$ cat config.mk
export PLATFORM = sky130hd
export DESIGN_NAME = prach_fft_frame_seq
export DESIGN_NICKNAME = d
export VERILOG_FILES = /design/src/rtl/prach_fft_frame_seq.sv
export SDC_FILE = /design/constraint.sdc
export NUM_CORES = 1
export LEC_CHECK = 0
export ABC_CLOCK_PERIOD_IN_PS = 3300
export CAP_MARGIN = 20
export CORE_ASPECT_RATIO = 1.1
export CORE_MARGIN = 2
export CORE_UTILIZATION = 36
export DETAILED_ROUTE_END_ITERATION = 16
export PLACE_DENSITY = 0.7
export RECOVER_POWER = 100
export SYNTH_ARGS = -nofsm -noshare
export SYNTH_HDL_FRONTEND = slang
export SYNTH_SLANG_ARGS = --single-unit
export TNS_END_PERCENT = 50
$ cat constraint.sdc
create_clock -name clk -period 3.3 [get_ports clk]
set_input_delay 0.66 -clock clk [delete_from_list [all_inputs] [get_ports clk]]
set_output_delay 0.66 -clock clk [all_outputs]
set_load 0.05 [all_outputs]
$ cat src/rtl/prach_fft_frame_seq.sv
// Cuts a bursty sample stream into 2^len FFT frames with sync/valid and one-cycle-early ahead controls.
// Latency: din -> dout_*_ahead 1 cycle, din -> dout_* 2 cycles; errors reported 1 cycle after the event.
// Backpressure: none; gaps in din_dv pass straight through as gaps in dout_dv, and the frame count holds.
module prach_fft_frame_seq #(
    parameter int NUM_FFT_LENGTH = 6,
    parameter bit CONTINUOUS     = 1'b0
) (
    input  logic               clk,
    input  logic               rst,
    input  logic [3:0]         cfg_len,
    input  logic               start,
    input  logic               abort,
    input  logic signed [17:0] din_dr,
    input  logic signed [17:0] din_di,
    input  logic               din_dv,
    output logic signed [17:0] dout_dr,
    output logic signed [17:0] dout_di,
    output logic               dout_dv,
    output logic               sync_out,
    output logic               dout_dv_ahead,
    output logic               sync_ahead_out,
    output logic               busy,
    output logic               frame_done,
    output logic               err_start,
    output logic               err_cfg
);
    localparam int CW = NUM_FFT_LENGTH + 1;

    typedef enum logic [1:0] {S_IDLE, S_ARMED, S_RUN} state_t;

    state_t          state, state_nxt;
    logic [3:0]      len_q, len_nxt;
    logic [CW-1:0]   cnt_q, cnt_nxt, cnt_inc, frame_size;
    logic            accept, first, last, cfg_bad;
    logic            err_start_nxt, err_cfg_nxt;

    logic               a_vld, a_sync, a_last;
    logic signed [17:0] a_dr, a_di;
    logic               b_vld, b_sync, b_last;
    logic signed [17:0] b_dr, b_di;

    assign cfg_bad    = (cfg_len == 4'd0) || (cfg_len > 4'(NUM_FFT_LENGTH));
    assign frame_size = CW'(1) << len_q;
    // Count including the sample being accepted this cycle; sample 0 always counts as 1.
    assign cnt_inc    = (state == S_RUN) ? cnt_q + CW'(1) : CW'(1);
    assign accept     = din_dv && !abort && (state != S_IDLE);
    assign first      = accept && (state == S_ARMED);
    assign last       = accept && (cnt_inc == frame_size);

    always_ff @(posedge clk or posedge rst) begin
        if (rst) begin
            state     <= S_IDLE;
            len_q     <= 4'(NUM_FFT_LENGTH);
            cnt_q     <= '0;
            err_start <= 1'b0;
            err_cfg   <= 1'b0;
        end else begin
            state     <= state_nxt;
            len_q     <= len_nxt;
            cnt_q     <= cnt_nxt;
            err_start <= err_start_nxt;
            err_cfg   <= err_cfg_nxt;
        end
    end

    always_comb begin
        state_nxt     = state;
        len_nxt       = len_q;
        cnt_nxt       = cnt_q;
        err_start_nxt = 1'b0;
        err_cfg_nxt   = 1'b0;
        case (state)
            S_IDLE: begin
                // abort also suppresses a simultaneous start here, so abort always wins
                if (start && !abort) begin
                    state_nxt = S_ARMED;
                    cnt_nxt   = '0;
                    if (cfg_bad) begin
                        len_nxt     = 4'(NUM_FFT_LENGTH);
                        err_cfg_nxt = 1'b1;
                    end else begin
                        len_nxt = cfg_len;
                    end
                end
            end
            S_ARMED, S_RUN: begin
                if (abort) begin
                    state_nxt = S_IDLE;
                    cnt_nxt   = '0;
                end else begin
                    err_start_nxt = start;
                    if (last) begin
                        cnt_nxt   = '0;
                        state_nxt = CONTINUOUS ? S_ARMED : S_IDLE;
                    end else if (accept) begin
                        cnt_nxt   = cnt_inc;
                        state_nxt = S_RUN;
                    end
                end
            end
            default: begin
                state_nxt = S_IDLE;
                cnt_nxt   = '0;
            end
        endcase
    end

    always_ff @(posedge clk or posedge rst) begin
        if (rst) begin
            a_vld  <= 1'b0;
            a_sync <= 1'b0;
            a_last <= 1'b0;
            a_dr   <= '0;
            a_di   <= '0;
        end else begin
            a_vld  <= accept;
            a_sync <= first;
            a_last <= last;
            if (accept) begin
                a_dr <= din_dr;
                a_di <= din_di;
            end
        end
    end

    always_ff @(posedge clk or posedge rst) begin
        if (rst) begin
            b_vld  <= 1'b0;
            b_sync <= 1'b0;
            b_last <= 1'b0;
            b_dr   <= '0;
            b_di   <= '0;
        end else begin
            b_vld  <= a_vld;
            b_sync <= a_sync;
            b_last <= a_last;
            if (a_vld) begin
                b_dr <= a_dr;
                b_di <= a_di;
            end
        end
    end

    assign dout_dv_ahead  = a_vld;
    assign sync_ahead_out = a_sync;
    assign dout_dv        = b_vld;
    assign sync_out       = b_sync;
    assign frame_done     = b_last;
    assign dout_dr        = b_dr;
    assign dout_di        = b_di;
    assign busy           = (state != S_IDLE);

endmodule

Yosys cells after proc, flatten, opt, wreduce, memory -nomap -nowiden

Index checks and enable logic that the tools add are counted.

Add/sub/neg operators: 1
Order comparisons: 1
Equality and inequality tests: 5
Shift-type cells: 1
Muxes and demuxes: 17
Reductions and logical operators: 13

Operator list:

| cell                  | number |
|---|---|
| $mux W7               | 5 |
| $pmux W7 S2           | 1 |
| $mux W2               | 4 |
| $add A7 B1 Y7 const B | 1 |
| $eq A7 B7 Y1          | 1 |
| $shl A1 B4 Y7 const A | 1 |
| $logic_and A1 B1 Y1   | 5 |
| $mux W1               | 5 |
| $gt A4 B3 Y1 const B  | 1 |
| $logic_not A4 Y1      | 1 |
| $mux W4               | 1 |
| $ne A4 B4 Y1 const B  | 1 |
| $pmux W2 S2           | 1 |
| $reduce_and A2 Y1     | 2 |
| $eq A2 B1 Y1 const B  | 1 |
| $eq A2 B2 Y1 const B  | 1 |
| $logic_not A2 Y1      | 1 |
| $ne A2 B2 Y1 const B  | 1 |
| $reduce_bool A2 Y1    | 1 |
| $reduce_or A2 Y1      | 1 |
| $logic_not A1 Y1      | 1 |
| $logic_or A1 B1 Y1    | 1 |

Bits in registers: 93
Output and inout port bits: 44
Logic and storage cells: 53

Logic depth before layout (Yosys ltp)

Gate-level depths: netlist of run 1.

Word-level depth: 7
Mapped depth: 9

Worst setup path after synthesis of run 1

Ideal clock, no wire load.

Kind: reg2reg
Start point: register state[0]
End point: register a_di[0]
Setup time: 125 ps
Arrival time: 1979 ps
Required time: 3175 ps
Setup slack: 1196 ps
Cell stages (with the launch flop): 6
Path buffers: 1
Path through: dfrtp_1 -> inv_1 -> ha_1 -> nor3b_1 -> clkbuf_1 -> mux2_2

Word-level cells in the longest chain between the ends: 2

RTL lines:

| element                  | RTL line | text |
|---|---|---|
| start: declaration       | 31       | `state_t state, state_nxt;` |
| start signal: assignment | 58       | `state <= state_nxt;` |
| $reduce_bool A2 Y1       | 46       | `assign accept = din_dv && !abort && (state != S_IDLE);` |
| $logic_and A1 B1 Y1      | 46       |  |
| end signal: assignment   | 121      | `a_di <= din_di;` |
| end: declaration         | 38       | `logic signed [17:0] a_dr, a_di;` |

No other way between the ends.
A chain may end at the register's enable or synchronous reset.

Worst setup path after layout of run 1

Start point: register cnt_q[0]
End point: register cnt_q[1]

Word-level cells in the longest chain between the ends: 7

RTL lines:

| element                  | RTL line | text |
|---|---|---|
| start: declaration       | 33       | `logic [CW-1:0] cnt_q, cnt_nxt, cnt_inc, frame_size;` |
| start signal: assignment | 60       | `cnt_q <= cnt_nxt;` |
| $add A7 B1 Y7 (*)        | 45       | `assign cnt_inc = (state == S_RUN) ? cnt_q + CW'(1) : CW'(1);` |
| $mux W7 (*)              | 45       |  |
| $eq A7 B7 Y1 (*)         | 48       | `assign last = accept && (cnt_inc == frame_size);` |
| $logic_and A1 B1 Y1 (*)  | 48       |  |
| via last                 | 34       | `logic accept, first, last, cfg_bad;` |
| $mux W7                  | 92       | `if (last) begin` |
| $mux W7                  | 87       | `if (abort) begin` |
| $pmux W7 S2              | 72       | `case (state)` |

The timed path passes the listed nets; every way through them passes the cells marked *. The select of a mux whose other input is x is not followed.

==> impl_metrics.json, run 1 <==
{
  "whs_ns": 0.3560,
  "num_antenna_cells": 0,
  "max_stage_delay_ns": 0.84,
  "critPathMaxFanout": 9,
  "post-cts-setup-buffer-count": 0,
  "cap_violations": 2,
  "grt_pass1_vias": 2693,
  "yosysSeqAreaShare_pct": 60.79,
  "synth_top_family_by_area": "multiplexers",
  "synth_cell_types": 39,
  "power_density_nw_per_um2": 976.2,
  "path_class": "flop to flop",
  "antenna_left": 0,
  "rsz0062_at_grt": "no",
  "power_leakage_nw": 2.196,
  "syn_area_per_cell_um2": 13.79,
  "async_flop_share_pct": 100.0,
  "violations": "capacitance limit, slew limit",
  "cts.sinks": 93,
  "ys_seq_elements": 93,
  "firstDrtPassIters": 4,
  "multi_input_area_um2": 1438,
  "gp_congestion": 0.7952,
  "grt_max_degree": 43,
  "synth_area_leaders": "dfrtp_1 59%, mux2_2 21%, nand2_1 2.2%",
  "grt_usage_pct": 13.40,
  "grt_pass1_wl_mm": 12.28,
  "drc": 0,
  "netlist_area_um2": 3832,
  "wirelength_mm": 7.256,
  "wl_per_cell_um": 13.95,
  "yosysTopAreaCell": "dfrtp_1",
  "via_per_inst": 4.794,
  "min_path_type": "flop to flop",
  "dr.first_iter.drc_count": 78,
  "cts-htree-levels": 3,
  "timing.critical_path.mode_cell": "nor3_1",
  "placed_area_um2": 4908,
  "drive_gt1_share_pct": 25.46,
  "synth_edf_count": 0,
  "port_buffers": 88,
  "layout_min_cycle_time_ns": 2.746,
  "setup_viol": 0,
  "dr_total_vias": 2493,
  "dieWidth_um": 102.4,
  "timing.fmax_mhz": 364.1,
  "timing_hold_violations_final": 0,
  "path_buf_inv": 0,
  "setup_tns_ns": 0,
  "synthFlopType": "dfrtp_1",
  "synthesis.nets": 328,
  "fp-row-count": 39,
  "ioPinCount": 89,
  "areaGrowthSynthToFinish_pct": 34.67,
  "grt_overflow": 0,
  "hold_buffers": 0,
  "p_total_mw": 5.038,
  "relSlewSlack_pct": -44.82,
  "die_h_um": 112.2,
  "synth_fa_ha_area_share_pct": 1.632,
  "final-seq-area_um2": 2330,
  "status": "complete, but fails checks",
  "tritoncts": "yes",
  "clock-skew-final_ns": 0.01055,
  "fill_cells": 936,
  "fin_area_um2": 5161,
  "yosys_warnings": 0,
  "cts.clk_slew.worst_paths_ns": 0.07,
  "tightest_slew_ns": 2.172,
  "synthSimpleGateAreaFrac_pct": 7.999,
  "start_util_pct": 36.87,
  "endpoint_kind": "flop",
  "finalNetCount": 422,
  "cts_buffer_depth": 2,
  "fin_crit_sh_pct": 83.22,
  "synthXorXnorAreaFrac_pct": 1.143,
  "clk_latency_ns": 0.33,
  "die_area_um2": 11490,
  "crit_slowest_cell": "nor3_1",
  "crit_family": "simple AND/OR/NAND/NOR gates",
  "synth_compound_area_share_pct": 4.962,
  "start_kind": "flop",
  "cp.required_ns": 3.47,
  "place_hpwl_mm": 5.073,
  "synthCells": 278,
  "cts-root-buf": "clkbuf_16",
  "cts_repair_resize_count": 0,
  "antenna_found_initial": 0,
  "path_cells": "ha_1 > nand3_1 > nor3_1 > o2111a_1 > a211oi_2 > nor3_1 > o31ai_1",
  "critPathArrivalTime_ns": 2.91,
  "synth_mux_area_share_pct": 21.94,
  "ir_drop_mv": 0.5607,
  "core_um2": 10390,
  "synth_top_area_share_pct": 59.42,
  "drv_slew": 80,
  "cts_buffers": 9
}
==> worst paths after layout <==
kind / from / end / slack (ns) / cells after the start
worst min register to register: a_last / frame_done / 0.36 / 0
worst min-delay path: a_last / frame_done / 0.36 / 0
max in group asynchronous: rst / a_di[3] / 0.84 / 3
min in group asynchronous: rst / dout_di[12] / 1.25 / 2
worst max register to register: cnt_q[0] / cnt_q[1] / 0.55 / 7
worst max-delay path: cnt_q[0] / cnt_q[1] / 0.55 / 7
==> flip-flops by register name, summed over array words and instances (netlist names), 2 cells and up <==
signal / count
a_di: 18
a_dr: 18
dout_di: 18
dout_dr: 18
cnt_q: 7
len_q: 4
state: 2
==> worst register-to-register path: cells and delay by family, from the launching register on <==
kind / cells / cell delay [ns]
flops: 1 / 0.44
compound gates: 3 / 0.46
simple gates: 3 / 1.47
fa+ha+maj: 1 / 0.22
==> through the flow <==
| step | utilization, % | worst slack, ns | std cells |
|---|---|---|---|
| floorplan | - | 0.2230 | 278 |
| global placement | 47.23 | 0.8799 | 504 |
| detailed placement | 47.23 | 0.8734 | 504 |
| CTS | 49.91 | 0.6897 | 520 |
| global route | 49.66 | 0.3013 | 520 |
| finish | 49.66 | 0.5537 | 520 |
==> layer usage <==
metal / vias up / part of all wire (%) / track usage (%) / wire (um)
met5: - / 0 / 0 / 0
met4: 0 / 1.5 / 4.711 / 112
met3: 12 / 5.6 / 3.861 / 409
met2: 70 / 48 / 22.19 / 3495
met1: 1233 / 45 / 16.65 / 3237
li1: 1178 / - / - / -
==> layout make-up <==
cell class	count	area share, %
inverter	5	0.3879
tap	143	3.467
sequential	93	45.14
clock inverter	6	0.9697
multi-input combinational	170	27.85
timing repair buffer	93	17.75
clock buffer	10	4.436
==> placed cells by master (no fill, tap or decap), drive strengths merged, types with 2 or more instances in the layout <==
cell type	netlist	final
o21ai	8	8
inv	5	8
nand3	4	4
dlygate4sd3	0	46
a21oi	3	3
clkdlybuf4s50	0	42
o21a	3	3
clkbuf	6	14
o31ai	4	4
mux2	72	72
or3	2	2
nand2	23	23
nor2b	3	3
xnor2	4	4
a32oi	2	2
o2111ai	2	2
and2	3	3
clkinvlp	0	3
dfrtp	91	91
mux2i	3	3
ha	5	5
nor2	7	7
nor3	8	8
nor3b	2	2
dfstp	2	2
==> kinds of logic (layout without fill, tap and decap cells) <==
family,count (synthesis),after routing
DFF,93,93
muxes,75,75
and+or+nand+nor,59,59
AOI/OAI and AO/OA,26,26
buffers and inverters,15,114
adders and majority gates,5,5
xor gates and xnor gates,5,5
==> synthesized netlist by cell type, drive strengths merged, types with 3 or more instances <==
| master | number |
|---|---|
| dfrtp | 91 |
| mux2 | 72 |
| nand2 | 23 |
| nor3 | 8 |
| o21ai | 8 |
| nor2 | 7 |
| clkbuf | 6 |
| ha | 5 |
| inv | 5 |
| buf | 4 |
| nand3 | 4 |
| o31ai | 4 |
| xnor2 | 4 |
| a21oi | 3 |
| and2 | 3 |
| mux2i | 3 |
| nor2b | 3 |
| o21a | 3 |
==> power breakdown <==
part	switching, mW	leakage [nW]	total, mW	internal, mW
clock	0.441	0.131	0.962	0.522
combinational	1.33	0.915	2.19	0.865
sequential	0.248	1.15	1.89	1.64
Note: power is estimated with default switching activity, not from simulation.
==> run 2, diff against run 1 <==
ABC_CLOCK_PERIOD_IN_PS = 2600   (was 3300)
clock period = 2.6 ns   (was 3.3 ns; I/O delays follow)
==> run 2 against run 1 <==
The flow now finishes without violations. Sequential power is 28% higher. Sequential cell count stayed put. First-iteration DRC count is 31% lower. Via count is 1.2% lower. Cell count stayed put. Combinational power is 27% higher. Routed wire length is 0.48% higher. Register-to-register slack worse by 0.26 ns. Die area stayed put. Critical path depth is 3 lower. Clock-buffer cell count is 1 higher. Global-route usage is 0.087 points lower. Largest cell class unchanged. Largest power group unchanged.
==> impl_metrics.json, run 2 (synthesis results as in run 1) <==
{
  "status": "finished clean",
  "drv_slew": 0,
  "dr_total_vias": 2464,
  "die_area_um2": 11490,
  "setup_tns_ns": 0,
  "dieWidth_um": 102.4,
  "critPathMaxFanout": 4,
  "cts-root-buf": "clkbuf_16",
  "drc": 0,
  "timing_hold_violations_final": 0,
  "pwr-share-seq_pct": 36.7,
  "cts.sinks": 93,
  "wirelength_mm": 7.291,
  "start_kind": "flop",
  "tightest_slew_ns": 1.484,
  "p_int_mw": 4.018,
  "gp_congestion": 0.8013,
  "p_switching_mw": 2.542,
  "dr.first_iter.drc_count": 54,
  "p_clk_share_pct": 21.0,
  "mostFrequentLayoutCells": "91 x dfrtp_1, 72 x mux2_2, 44 x clkdlybuf4s50_1, 43 x dlygate4sd3_1, 22 x nand2_1",
  "core_um2": 10390,
  "grt_usage_pct": 13.31,
  "setup_viol": 0,
  "power_leakage_nw": 2.229,
  "relSlewSlack_pct": 1.063,
  "clock-skew-final_ns": 0.007568,
  "rsz0062_at_grt": "no",
  "cts-htree-levels": 3,
  "post-cts-setup-buffer-count": 0,
  "grt_pass1_wl_mm": 12.07,
  "final_common_cell": "dfrtp_1",
  "cap_violations": 0,
  "grt_pass1_vias": 2574,
  "hold_buffers": 0,
  "cts_buffers": 9,
  "timing.fmax_mhz": 411.9,
  "grt_overflow": 0,
  "cts.clk_slew.worst_paths_ns": 0.07,
  "tritoncts": "yes",
  "endpoint_kind": "primary output",
  "firstDrtPassIters": 4,
  "antenna_found_initial": 0,
  "layout_min_cycle_time_ns": 2.428,
  "wl_per_cell_um": 14.02,
  "port_buffers": 88,
  "critPathArrivalTime_ns": 1.91,
  "ioPinCount": 89,
  "min_path_type": "flop to flop",
  "drive_gt1_share_pct": 25.73,
  "ir_drop_mv": 0.5911,
  "fp-row-count": 39,
  "grt_max_degree": 94,
  "finalNetCount": 422,
  "switching_share_pct": 38.75,
  "start_util_pct": 36.87,
  "power_density_nw_per_um2": 1261,
  "whs_ns": 0.3514,
  "clk_latency_ns": 0.32,
  "pwr-share-comb_pct": 42.4,
  "die_h_um": 112.2,
  "antenna_left": 0,
  "via_per_inst": 4.738,
  "cp.required_ns": 2.08,
  "place_hpwl_mm": 5.069,
  "path_class": "flop to primary output",
  "fin_crit_sh_pct": 93.39,
  "cts_repair_resize_count": 0,
  "cts_buffer_depth": 2,
  "areaGrowthSynthToFinish_pct": 35.72,
  "num_antenna_cells": 0
}
[run 2: layer usage]
layer	track usage [%]	vias to the layer above	part of all wire, %
met2	21.75	69	48
met1	17.42	1208	45
met4	4.800	0	1.0
met3	2.802	8	5.2
met5	0	-	0
li1	-	1179	-
[run 2: power groups by stage]
stage          clock (mW)  sequential, mW  combinational, mW
5_1_grt              1.49            2.50               2.95
2_1_floorplan           0            3.40               1.01
4_1_cts              1.42            2.44               2.94
6_report             1.38            2.41               2.78
3_3_place_gp            0            2.42               2.89
3_5_place_dp            0            2.46               2.94
[run 2: worst max-delay path, stage by stage (launching register included)]
cell	delay, ns
dfrtp_1	0.39
inv_1	0.08
ha_1	0.24
inv_1	0.08
clkdlybuf4s50_1	0.80
[run 2: area by class of cell]
class / instances / area [um^2]
clock inverter: 5 / 83.83
fill: 941 / 5192
clock buffer: 11 / 232.7
inverter: 5 / 22.52
timing repair buffer: 93 / 914.6
tap: 143 / 178.9
multi-input combinational: 170 / 1439
sequential: 93 / 2330
[run 2: path summary, 6_finish.rpt]
path	endpoint	startpoint	cells past startpoint	slack [ns]
worst max-delay path	busy	state[0]	4	0.17
worst min-delay path	frame_done	a_last	0	0.35
worst max register to register	dout_dr[14]	dout_dv_ahead	2	0.29
worst min register to register	frame_done	a_last	0	0.35
max in group asynchronous	dout_dr[14]	rst	3	0.70
min in group asynchronous	dout_di[14]	rst	3	1.12
[run 2: stage by stage]
stage | total power, mW | cells | setup WS (ns) | cell area (um^2) | util [%]
6_report | 6.560 | 520 | 0.1720 | 5201 | 50.04
5_1_grt | 6.939 | 520 | 0.06674 | 5201 | 50.04
4_1_cts | 6.800 | 520 | 0.1312 | 5250 | 50.51
3_5_place_dp | 5.399 | 504 | 0.3327 | 4933 | 47.47
3_3_place_gp | 5.301 | 504 | 0.3819 | 4933 | 47.47
2_1_floorplan | 4.410 | 278 | 0.4961 | 3836 | -
==> run 3, diff against run 2 <==
ABC_CLOCK_PERIOD_IN_PS = 2320   (was 2600)
clock period = 2.32 ns   (was 2.6 ns; I/O delays follow)
==> run 3 against run 2 <==
Cell count rose by 0.77%. First-iteration DRC count increased by 57%. Core utilization hardly changed. Critical endpoint is now cnt_q[4]. Highest routed layer unchanged.
==> impl_metrics.json, run 3 (synthesis results as in run 1) <==
{
  "status": "finished clean",
  "dpl_worst_slack_ns": 0.07832,
  "tightest_slew_ns": 1.385,
  "grt_pass1_wl_mm": 12.70,
  "die_area_um2": 11490,
  "relSlewSlack_pct": 7.690,
  "switching_share_pct": 39.26,
  "pwr-share-comb_pct": 43.0,
  "fin_crit_sh_pct": 95.64,
  "cts-htree-levels": 3,
  "dr.first_iter.drc_count": 85,
  "clock-skew-final_ns": 0.007061,
  "p_total_mw": 7.265,
  "p_switching_mw": 2.852,
  "rr_startpoint": "cnt_q[0]",
  "timing_hold_violations_final": 0,
  "setup_tns_ns": 0,
  "die_h_um": 112.2,
  "cts_buffers": 9,
  "dieWidth_um": 102.4,
  "timing.fmax_mhz": 450.7,
  "via_per_inst": 4.844,
  "start_kind": "flop",
  "grt_max_degree": 65,
  "r2r_slack_ns": 0.10,
  "num_antenna_cells": 0,
  "critPathArrivalTime_ns": 2.42,
  "p_int_mw": 4.413,
  "place_inst": 507,
  "grt_pass1_vias": 2632,
  "path_class": "flop to flop",
  "drc": 0,
  "grt_overflow": 0,
  "finalNetCount": 426,
  "tritoncts": "yes",
  "final_common_cell": "dfrtp_1",
  "reg2reg_depth": 8,
  "antenna_left": 0,
  "mostFrequentLayoutCells": "91 x dfrtp_1, 72 x mux2_2, 44 x clkdlybuf4s50_1, 42 x dlygate4sd3_1, 22 x nand2_1",
  "wirelength_mm": 7.560,
  "rr_endpoint": "cnt_q[4]",
  "final_core_util_pct": 50.07,
  "min_from": "a_last",
  "core_um2": 10390,
  "areaGrowthSynthToFinish_pct": 35.78,
  "fill_cells": 951,
  "wl_per_cell_um": 14.43,
  "cts.sinks": 93,
  "cap_violations": 0,
  "drive_gt1_share_pct": 27.03,
  "firstDrtPassIters": 4,
  "cts_repair_resize_count": 0,
  "gp_congestion": 0.8003,
  "final_cells": 524,
  "start_util_pct": 36.87,
  "holdPathEnd": "frame_done",
  "ioPinCount": 89,
  "fp-row-count": 39,
  "dr_total_vias": 2538,
  "setup_viol": 0,
  "hold_depth": 0,
  "cts.clk_slew.worst_paths_ns": 0.06,
  "clk_latency_ns": 0.33,
  "endpoint_kind": "flop",
  "p_clk_share_pct": 19.9,
  "pwr-share-seq_pct": 37.1,
  "drv_slew": 0,
  "port_buffers": 88,
  "cts_buffer_depth": 2,
  "power_leakage_nw": 2.215,
  "cts-root-buf": "clkbuf_16",
  "worst_slack_ns": 0.1011,
  "antenna_found_initial": 0,
  "grt_usage_pct": 14.02,
  "cp.required_ns": 2.53,
  "place_hpwl_mm": 5.338,
  "critPathMaxFanout": 9,
  "power_density_nw_per_um2": 1396,
  "min_path_type": "flop to flop",
  "layout_min_cycle_time_ns": 2.219,
  "ir_drop_mv": 0.6159
}
-- run 3: how the worst max path moves through the flow --
| stage | from | slack, ns | end |
|---|---|---|---|
| after floorplan | state[0] | 0.22 | a_di[0] |
| after global placement | abort | 0.16 | a_di[12] |
| after detailed placement | cnt_q[0] | 0.08 | cnt_q[4] |
| after CTS | cnt_q[0] | 0.09 | cnt_q[4] |
| after global routing | cnt_q[0] | -0.01 | cnt_q[4] |
| final | cnt_q[0] | 0.10 | cnt_q[4] |
-- run 3: metrics by stage --
step           instance area [um^2]  hold slack [ns]
3_5_place_dp                   4954           0.3362
5_1_grt                        5204           0.3581
3_3_place_gp                   4954           0.3371
2_1_floorplan                  3836           0.3312
4_1_cts                        5256           0.3496
6_report                       5204           0.3504
-- run 3: power by group through the flow --
stage / combinational, mW / sequential, mW / clock (mW)
3_3_place_gp: 3.25 / 2.70 / 0
3_5_place_dp: 3.30 / 2.75 / 0
2_1_floorplan: 1.13 / 3.81 / 0
4_1_cts: 3.31 / 2.72 / 1.49
5_1_grt: 3.32 / 2.80 / 1.58
6_report: 3.12 / 2.69 / 1.45
-- run 3: repair_timing --
item,in CTS,in global routing
hold endpoints to repair,0,0
endpoints found under the setup margin,0,8
setup buffers,0,1
hold buffers,0,0
-- run 3: critical path: stages, from the launching register on --
cell and delay [ns]:
dfrtp_1 0.42, ha_1 0.21, nand3_1 0.14, o21a_1 0.27
o41ai_1 0.44, a211oi_2 0.16, nor3_4 0.17, buf_4 0.18
o31ai_1 0.09
-- run 3: cell type report --
class / count / area, um^2 / share of cell area [%]
Clock buffer: 11 / 242.7 / 4.665
Clock inverter: 5 / 60.06 / 1.154
Inverter: 5 / 22.52 / 0.4328
Multi-Input combinational cell: 170 / 1449 / 27.84
Sequential cell: 93 / 2330 / 44.77
Tap cell: 143 / 178.9 / 3.438
Timing Repair Buffer: 97 / 920.9 / 17.70
-- run 3: layer usage --
metal,global-route usage (%),part of all wire (%),up-vias
li1,-,-,1185
met1,18.83,45,1269
met2,22.50,49,75
met3,2.927,5.1,9
met4,4.889,1.3,0
met5,0,0,-
